===== config.mk =====
export PLATFORM = sky130hd
export DESIGN_NAME = arith_enc_core
export DESIGN_NICKNAME = d
export VERILOG_FILES = /design/src/rtl/arith_enc_pkg.sv /design/src/rtl/arith_enc_bit_emit.sv /design/src/rtl/arith_enc_core.sv
export SDC_FILE = /design/constraint.sdc
export NUM_CORES = 2
export LEC_CHECK = 0
export ABC_AREA = 0
export CORE_MARGIN = 5
export CORE_UTILIZATION = 44
export DETAILED_ROUTE_END_ITERATION = 16
export PLACE_DENSITY = 0.55
export SLEW_MARGIN = 10
export SYNTH_ARGS = -nofsm -noshare
export SYNTH_HDL_FRONTEND = slang
export SYNTH_SLANG_ARGS = --single-unit
export TNS_END_PERCENT = 5

===== constraint.sdc =====
create_clock -name clk -period 13.64 [get_ports clk]
set_input_delay 2.728 -clock clk [delete_from_list [all_inputs] [get_ports clk]]
set_output_delay 2.728 -clock clk [all_outputs]
set_load 0.02 [all_outputs]

===== src/rtl/arith_enc_pkg.sv =====
// Shared constants, FSM encoding and helpers for the arithmetic encoder core.
// Latency: n/a (package only).
// Backpressure: n/a (package only).
package arith_enc_pkg;

    localparam int          PREC          = 32;
    localparam int          FREQ_BITS     = 16;
    localparam logic [31:0] HALF          = 32'h8000_0000;
    localparam logic [31:0] QUARTER       = 32'h4000_0000;
    localparam logic [31:0] THREE_QUARTER = 32'hC000_0000;
    localparam logic [15:0] PEND_MAX      = 16'hFFFF;

    typedef enum logic [2:0] {
        ST_FETCH  = 3'd0,
        ST_WAIT   = 3'd1,
        ST_UPDATE = 3'd2,
        ST_RENORM = 3'd3,
        ST_EMIT   = 3'd4,
        ST_FLUSH  = 3'd5,
        ST_DONE   = 3'd6
    } state_t;

    // Saturating increment of the pending (follow) bit counter.
    function automatic logic [15:0] pend_inc(input logic [15:0] p);
        return (p == PEND_MAX) ? p : p + 16'd1;
    endfunction

endpackage


===== src/rtl/arith_enc_bit_emit.sv =====
// Bit emitter: presents one coded bit followed by count_in copies of its complement.
// Latency: bit_valid rises the cycle after start; one bit per accepted handshake.
// Backpressure: bit_out/bit_valid held stable while bit_ready=0; idle low until the last bit transfers.
module arith_enc_bit_emit (
    input  logic        clk,
    input  logic        rst_n,
    input  logic        start,
    input  logic        bit_in,
    input  logic [15:0] count_in,
    input  logic        bit_ready,
    output logic        bit_out,
    output logic        bit_valid,
    output logic        idle
);

    logic [15:0] remaining;
    logic        follow;

    assign idle = ~bit_valid;

    // Load a new burst when idle, advance one bit per handshake, stall otherwise.
    always_ff @(posedge clk) begin
        if (!rst_n) begin
            bit_out   <= 1'b0;
            bit_valid <= 1'b0;
            remaining <= 16'd0;
            follow    <= 1'b0;
        end else if (bit_valid) begin
            if (bit_ready) begin
                if (remaining == 16'd0) begin
                    bit_valid <= 1'b0;
                    bit_out   <= 1'b0;
                end else begin
                    bit_out   <= follow;
                    remaining <= remaining - 16'd1;
                end
            end
        end else if (start) begin
            bit_out   <= bit_in;
            follow    <= ~bit_in;
            remaining <= count_in;
            bit_valid <= 1'b1;
        end
    end

endmodule


===== src/rtl/arith_enc_core.sv =====
// Binary arithmetic encoder core: pops symbol bounds, narrows [low,high], renormalises and emits bits.
// Latency: pop->WAIT->UPDATE->RENORM, one renorm test per cycle, emission paced by the bit handshake.
// Backpressure: FSM parks in EMIT until the emitter drains; ARITH_ENC_STATS_EN adds sym_count/bit_count.
module arith_enc_core #(
    parameter int PREC = 32
) (
    input  logic        clk,
    input  logic        rst_n,
    input  logic [15:0] upper_bound_in,
    input  logic [15:0] lower_bound_in,
    input  logic        bounds_valid_in,
    output logic        bounds_rd_en,
    input  logic        flush_in,
    output logic        bit_out,
    output logic        bit_valid,
    input  logic        bit_ready,
    output logic        done_out,
    output logic        err_out,
    output logic        busy
`ifdef ARITH_ENC_STATS_EN
    ,
    output logic [31:0] sym_count,
    output logic [31:0] bit_count
`endif
);

    import arith_enc_pkg::*;

    state_t           state;
    logic             run;
    logic [PREC-1:0]  low;
    logic [PREC-1:0]  high;
    logic [15:0]      pending;
    logic [15:0]      upper_q;
    logic [15:0]      lower_q;
    logic             err;
    logic             flushing;

    logic [16:0]      u_ext;
    logic [16:0]      l_ext;
    logic             bad_sym;
    logic [PREC:0]    range;
    logic [48:0]      prod_u;
    logic [48:0]      prod_l;
    logic [PREC-1:0]  new_high;
    logic [PREC-1:0]  new_low;

    logic             case_lo;
    logic             case_hi;
    logic             case_mid;
    logic [PREC-1:0]  low_adj;
    logic [PREC-1:0]  high_adj;

    logic             emit_start;
    logic             emit_bit;
    logic [15:0]      emit_count;
    logic             emit_idle;

    // run keeps the first pop at least one cycle clear of reset release.
    assign bounds_rd_en = run && (state == ST_FETCH) && !flush_in;
    assign busy         = (state == ST_UPDATE) || (state == ST_RENORM) ||
                          (state == ST_EMIT)   || (state == ST_FLUSH);
    assign done_out     = (state == ST_DONE);
    assign err_out      = err;

    // Interval narrowing: an upper bound of 0 stands for 65536; products are 49 bits.
    always_comb begin
        u_ext    = (upper_q == 16'd0) ? 17'h1_0000 : {1'b0, upper_q};
        l_ext    = {1'b0, lower_q};
        bad_sym  = (l_ext >= u_ext);
        range    = {1'b0, high} - {1'b0, low} + (PREC+1)'(1);
        prod_u   = {16'd0, range} * {32'd0, u_ext};
        prod_l   = {16'd0, range} * {32'd0, l_ext};
        new_high = low + PREC'(prod_u >> FREQ_BITS) - PREC'(1);
        new_low  = low + PREC'(prod_l >> FREQ_BITS);
    end

    // Renormalisation case selection (priority lo, hi, mid) and pre-shift adjustment.
    always_comb begin
        case_lo  = (high < HALF);
        case_hi  = (low >= HALF);
        case_mid = (low >= QUARTER) && (high < THREE_QUARTER);
        low_adj  = low;
        high_adj = high;
        if (!case_lo && case_hi) begin
            low_adj  = low - HALF;
            high_adj = high - HALF;
        end else if (!case_lo && case_mid) begin
            low_adj  = low - QUARTER;
            high_adj = high - QUARTER;
        end
    end

    // Emitter kick: known bits from RENORM, final disambiguating bit from FLUSH.
    always_comb begin
        emit_start = 1'b0;
        emit_bit   = 1'b0;
        emit_count = pending;
        if (state == ST_RENORM && (case_lo || case_hi)) begin
            emit_start = 1'b1;
            emit_bit   = ~case_lo;
        end else if (state == ST_FLUSH) begin
            emit_start = 1'b1;
            emit_bit   = (low >= QUARTER);
            emit_count = pend_inc(pending);
        end
    end

    // Main FSM and coder state.
    always_ff @(posedge clk) begin
        if (!rst_n) begin
            state    <= ST_FETCH;
            run      <= 1'b0;
            low      <= '0;
            high     <= '1;
            pending  <= 16'd0;
            upper_q  <= 16'd0;
            lower_q  <= 16'd0;
            err      <= 1'b0;
            flushing <= 1'b0;
        end else begin
            run <= 1'b1;
            case (state)
                ST_FETCH: begin
                    if (run) begin
                        state <= flush_in ? ST_FLUSH : ST_WAIT;
                    end
                end
                ST_WAIT: begin
                    if (bounds_valid_in) begin
                        upper_q <= upper_bound_in;
                        lower_q <= lower_bound_in;
                        state   <= ST_UPDATE;
                    end else begin
                        state <= ST_FETCH;
                    end
                end
                ST_UPDATE: begin
                    if (bad_sym) begin
                        err   <= 1'b1;
                        state <= ST_FETCH;
                    end else begin
                        high  <= new_high;
                        low   <= new_low;
                        state <= ST_RENORM;
                    end
                end
                ST_RENORM: begin
                    if (case_lo || case_hi || case_mid) begin
                        low  <= {low_adj[PREC-2:0], 1'b0};
                        high <= {high_adj[PREC-2:0], 1'b1};
                        if (case_lo || case_hi) begin
                            pending <= 16'd0;
                            state   <= ST_EMIT;
                        end else begin
                            if (pending == PEND_MAX) err <= 1'b1;
                            pending <= pend_inc(pending);
                        end
                    end else begin
                        state <= ST_FETCH;
                    end
                end
                ST_EMIT: begin
                    if (emit_idle) begin
                        state <= flushing ? ST_DONE : ST_RENORM;
                    end
                end
                ST_FLUSH: begin
                    if (pending == PEND_MAX) err <= 1'b1;
                    pending  <= 16'd0;
                    flushing <= 1'b1;
                    state    <= ST_EMIT;
                end
                ST_DONE: begin
                    state <= ST_DONE;
                end
                default: begin
                    state <= ST_FETCH;
                end
            endcase
        end
    end

`ifdef ARITH_ENC_STATS_EN
    // Free-running, wrapping symbol and bit counters.
    always_ff @(posedge clk) begin
        if (!rst_n) begin
            sym_count <= 32'd0;
            bit_count <= 32'd0;
        end else begin
            if (state == ST_UPDATE && !bad_sym) sym_count <= sym_count + 32'd1;
            if (bit_valid && bit_ready)         bit_count <= bit_count + 32'd1;
        end
    end
`endif

    arith_enc_bit_emit u_emit (
        .clk       (clk),
        .rst_n     (rst_n),
        .start     (emit_start),
        .bit_in    (emit_bit),
        .count_in  (emit_count),
        .bit_ready (bit_ready),
        .bit_out   (bit_out),
        .bit_valid (bit_valid),
        .idle      (emit_idle)
    );

endmodule


## Word-level counts from Yosys, hierarchy flattened

Cells that the tools add are included.

| word-level totals | value |
|---|---|
| logic and storage cells | 126 |
| output and inout bits | 6 |
| flip-flop bits (word level) | 137 |

| cells by class | value |
|---|---|
| $lt $le $gt $ge | 5 |
| reductions and logical operators | 28 |
| muxes and demuxes | 48 |
| multiply operators | 2 |
| add/subtract/negate cells | 11 |
| bitwise gates (word level) | 3 |
| equal/unequal tests | 16 |

Operator list:

| cell | number |
|---|---|
| $mux 16 | 9 |
| $mux 32 | 4 |
| $pmux 32 s2 | 2 |
| $mux 31 | 4 |
| $add 32x32->32 | 2 |
| $lt 32x32->1 const B | 2 |
| $sub 31x1->31 const B | 2 |
| $sub 31x31->31 const B | 2 |
| $mul 33x16->48 | 1 |
| $mul 33x17->48 | 1 |
| $add 33x1->33 const B | 1 |
| $sub 32x32->33 | 1 |
| $ge 32x31->1 const B | 1 |
| $ge 32x32->1 const B | 1 |
| $logic_not 16->1 | 2 |
| $pmux 16 s2 | 1 |
| $sub 32x1->32 const B | 1 |
| $pmux 3 s7 | 1 |
| $mux 3 | 6 |
| $ge 16x17->1 | 1 |
| $mux 1 | 17 |
| $mux 17 | 1 |
| $add 16x1->16 const B | 1 |
| $eq 16x16->1 const B | 1 |
| 19 further kinds | 48 |

## Longest topological paths before layout

| depth | value |
|---|---|
| depth after elaboration | 7 |
| mapped depth | 53 |

## Hierarchy

Synthesis repeated with hierarchy kept, for this count alone.

| unflattened totals | value |
|---|---|
| cell total of the unflattened synthesis | 5,363 |
| area, all modules | 44,711.6 µm² |

By module, submodules not included:

| module | seq. area each (µm²) | cells an instance | times used | area an instance (µm²) |
|---|---|---|---|---|
| arith_enc_core | 2,362.3 | 5,210 | 1 | 43,556.8 |
| arith_enc_bit_emit | 380.4 | 153 | 1 | 1,154.9 |

## Least setup slack after synthesis

Ideal clock, no wire load.

| timing path | value |
|---|---|
| kind | register to register |
| start | register low[1] |
| end | register high[31] |
| slack | 2.416 ns |
| required time | 13.509 ns |
| setup time | 0.131 ns |
| period minus slack after synthesis | 11.224 ns |
| stages on the path, launching flop included | 51 |
| buffers on the path | 2 |
| arrival time | 11.093 ns |
| path through | dfxtp_1 > ha_1 > inv_1 > ha_1 > inv_1 > fa_1 > nor2b_1 > o31a_1 > o211ai_1 > a21oi_1 > and2_1 > clkbuf_1 > o21a_1 > nor2_1 > xnor2_1 > clkbuf_1 > nand2_1 > fa_1 > (+15 left out) > o21ba_2 > nor2b_1 > o21a_1 > or2_2 > ha_1 > inv_1 > ha_1 > a2111oi_0 > nor2b_1 > o21ai_0 > nand2_1 > nor2_1 > or4_1 > a31o_2 > a21oi_1 > xnor3_1 > xnor2_1 > o21ai_0 |

| between the ends | value |
|---|---|
| longest elaborated chain between the ends | 7 |
| elaborated cells between the ends (all ways) | 19 |
| those cells by class | 4 x add/sub; 1 x mul; 2 x order compare; 1 x eq/ne; 5 x mux; 6 x reduce/logical |

Ends and longest elaborated chain:

| item | line | source |
|---|---|---|
| start: declaration | arith_enc_core.sv:31 | `logic [PREC-1:0] low;` |
| start signal: assignment | arith_enc_core.sv:144 | `low <= new_low;` |
| start signal: assignment | arith_enc_core.sv:150 | `low <= {low_adj[PREC-2:0], 1'b0};` |
| $sub 32x32->33 or $ge 32x31->1 (tied branches) | arith_enc_core.sv:71, arith_enc_core.sv:82 |  |
| $add 33x1->33 or $logic_and 1x1->1 (tied branches) | arith_enc_core.sv:71, arith_enc_core.sv:82 |  |
| $mul 33x17->48 or $logic_and 1x1->1 (tied branches) | arith_enc_core.sv:72, arith_enc_core.sv:88 |  |
| $add 32x32->32 or $mux 31 (tied branches) | arith_enc_core.sv:74, arith_enc_core.sv:88 |  |
| $sub 32x1->32 or $mux 31 (tied branches) | arith_enc_core.sv:74, arith_enc_core.sv:85 |  |
| $mux 32 (on tied branches) | arith_enc_core.sv:139, arith_enc_core.sv:149 |  |
| $pmux 32 s2 | arith_enc_core.sv:123 | `case (state)` |
| end signal: assignment | arith_enc_core.sv:143 | `high <= new_high;` |
| end signal: assignment | arith_enc_core.sv:151 | `high <= {high_adj[PREC-2:0], 1'b1};` |
| end: declaration | arith_enc_core.sv:32 | `logic [PREC-1:0] high;` |

Parallel ways exist; a longest one is shown, timed or not. The select of a mux whose other input is x is not followed.
A chain may end at the register's enable or synchronous reset.

## Worst setup path after layout

| timing path | value |
|---|---|
| start | register low[3] |
| end | register high[31] |

The elaborated chain is that of the path after synthesis.

==> results.py <==
metrics = {
    "placement": {
        "port_buffers": 42,
        "place_worst_setup_slack_ns": 1.07,
        "hpwl_um": 102000,
        "gp_congestion": 0.907,
    },
    "die": {
        "die_w_um": 330,
        "io_pins": 43,
        "fp.coreArea_mm2": 0.102,
        "initial_utilization": 0.442,
        "rows": 117,
        "die_h_um": 330,
        "die-area_mm2": 0.109,
    },
    "setup_path": {
        "critical_path_required_ns": 14.01,
        "slowest_delay_ns": 0.69,
        "cp.arrival_ns": 13.08,
        "crit_type": "reg -> reg",
        "cp-start-kind": "flop",
        "cpMaxStageDelayCell": "xnor2_2",
        "crit_fanout": 11,
        "worstSetupEndpointType": "flop",
        "path_common_cell": "fa_1",
    },
    "routing": {
        "routed_via_density": 5.27,
        "vias": 35300,
        "drc": 0,
        "firstDrtPassIters": 5,
        "drt-initial-drc-count": 2031,
        "ant_nets": 0,
        "routedWlPerCell_um": 19.4,
        "routed_wl_um": 130000,
    },
    "clock_network": {
        "cts_made_buffers": 17,
        "root_buffer": "clkbuf_16",
        "cts_hold_buf": 0,
        "post_cts_buffers": 0,
        "cts_resized": 0,
        "cts_htree_levels": 4,
        "clock_latency_ns": 0.52,
        "cts_tree": "built",
        "cts_max_path_buffers": 2,
        "numClockSinks": 137,
        "path_clk_slew_ns": 0.08,
    },
    "sta": {
        "fin_crit_sh": 0.932,
        "clock_skew_ns": 0.0256,
        "hold_ws_ns": 0.480,
        "period_minus_slack_ns": 12.71,
        "setup_viol": 0,
        "relSlewSlack": 0.148,
        "tns_ns": 0,
        "maxSlewViolCount": 0,
        "worst_pin_slew_ns": 1.27,
        "maxClockFrequency_mhz": 78.7,
        "worst_slack_ns": 0.930,
        "grt_setup_unrepaired": "false",
        "hold_viol": 0,
    },
    "finish": {
        "syn2layout_area_growth_pct": 5.97,
        "drive_gt1_frac": 0.0408,
        "layout_commonest_cell": "inv_1",
        "final_cell_mix": "inv_1 (1139), nand2_1 (909), fa_1 (894)",
        "layout.nets": 6635,
        "nFillCells": 10200,
    },
    "grt": {
        "grt_pass1_wl_um": 209000,
        "grt_pass1_vias": 36800,
        "grt_max_degree": 68,
        "grt_overflow_total": 0,
        "antenna_found_initial": 4,
        "grt_use_total": 0.246,
    },
    "yosys": {
        "ys_ff_latch": 137,
        "syn_area_mm2": 0.0450,
        "ys_seq_area_frac": 0.0609,
        "syn_avg_cell_area_um2": 8.30,
        "syn_nets": 6754,
        "synth_cells": 5425,
        "async_flop_share": 0,
        "ys.flop_type": "dfxtp_1",
        "netlist-cell-type-count": 87,
        "yosysWarnings": 0,
        "synth_edf_count": 0,
    },
    "job": {
        "cap_violations": 0,
    },
    "hold_path": {
        "hold_path_class": "reg -> reg",
    },
    "status": {
        "status": "finished clean",
    },
}
[flip-flops by register name, summed over array words and instances, names as in the netlist]
signal and cells:
err_out 1, flushing 1, high 32, low 32, lower_q 16, pending 16, run 1, state 3
u_emit.bit_out 1, u_emit.bit_valid 1, u_emit.follow 1, u_emit.remaining 16, upper_q 16
[worst max-delay path: cells and delay by family, from the launching register on]
family	cells	cell delay (ns)
AND/OR/NAND/NOR	8	1.91
adder cells (fa/ha/maj)	11	4.82
flip-flops	1	0.37
XOR/XNOR	4	1.25
buffers and inverters	6	0.63
AO/OA/AOI/OAI	16	3.55
[synthesized netlist by cell type (all sizes together), types with 15 or more instances]
| master | n | share of area |
|---|---|---|
| xor2 | 50 | 0.0097 |
| o21bai | 15 | 0.0025 |
| nor3 | 40 | 0.0046 |
| nor2 | 164 | 0.014 |
| a211oi | 46 | 0.0085 |
| o211ai | 38 | 0.0064 |
| o21a | 28 | 0.0047 |
| a21oi | 208 | 0.023 |
| dfxtp | 137 | 0.061 |
| o211a | 15 | 0.0033 |
| a21o | 71 | 0.012 |
| xnor2 | 98 | 0.019 |
| and3 | 36 | 0.0050 |
| nand4 | 21 | 0.0029 |
| inv | 1140 | 0.095 |
| and2 | 372 | 0.052 |
| nand2 | 910 | 0.076 |
| nand3 | 48 | 0.0053 |
| nand2b | 40 | 0.0056 |
| clkbuf | 271 | 0.023 |
| ha | 398 | 0.11 |
| nor2b | 41 | 0.0057 |
| o21ai | 137 | 0.015 |
| fa | 894 | 0.40 |
| a31oi | 24 | 0.0033 |
| a21boi | 18 | 0.0030 |
[logic make-up (layout without fill, tap and decap cells)]
| family | after synthesis | after routing | synth area share |
|---|---|---|---|
| AND/OR/NAND/NOR | 1731 | 1731 | 0.180 |
| buffers and inverters | 1420 | 1314 | 0.119 |
| adder cells (fa/ha/maj) | 1292 | 1292 | 0.508 |
| AO/OA/AOI/OAI | 693 | 693 | 0.102 |
| XOR/XNOR | 149 | 149 | 0.0295 |
| flip-flops | 137 | 137 | 0.0609 |
| multiplexers | 3 | 3 | 0.000723 |
| other | 0 | 3 | 0 |
[through the flow]
step                      instance area (µm²)  cells   util
after global routing                    47700   6687  0.469
after CTS                               47700   6687  0.469
after global placement                  47100   6655  0.463
final                                   47700   6690  0.469
after floorplan                         45000   5425      -
after detailed placement                47100   6655  0.463
[layer usage]
layer / up-vias / part of all wire / GRT usage
met3: 172 / 0.047 / 0.0298
met1: 18000 / 0.44 / 0.328
met2: 781 / 0.48 / 0.421
met4: 4 / 0.033 / 0.0739
met5: - / 0.00021 / 0
li1: 16300 / - / -
[worst paths after layout]
check                                    from                               end  slack [ns]  depth (start not counted)
max reg2reg               low[3]$_SDFFE_PN0P_             high[31]$_SDFFE_PN1P_        0.93                         45
min          u_emit.remaining[6]$_SDFFE_PN0P_  u_emit.remaining[6]$_SDFFE_PN0P_        0.48                          2
max                       low[3]$_SDFFE_PN0P_             high[31]$_SDFFE_PN1P_        0.93                         45
min reg2reg  u_emit.remaining[6]$_SDFFE_PN0P_  u_emit.remaining[6]$_SDFFE_PN0P_        0.48                          2
[cell type report]
class / count / area, µm² / area share
multi-input cells: 3868 / 37200 / 0.779
inverters: 1140 / 4280 / 0.0897
diodes: 3 / 7.51 / 0.000157
flip-flops and latches: 137 / 2750 / 0.0577
clock inverters: 15 / 191 / 0.00401
repair buffers: 142 / 1170 / 0.0245
clock buffers: 17 / 425 / 0.00892
well taps: 1368 / 1710 / 0.0359
Power is left out: the tool's default activity adds up to more than one toggle a clock period on the data nets, which glitch-free logic cannot reach.
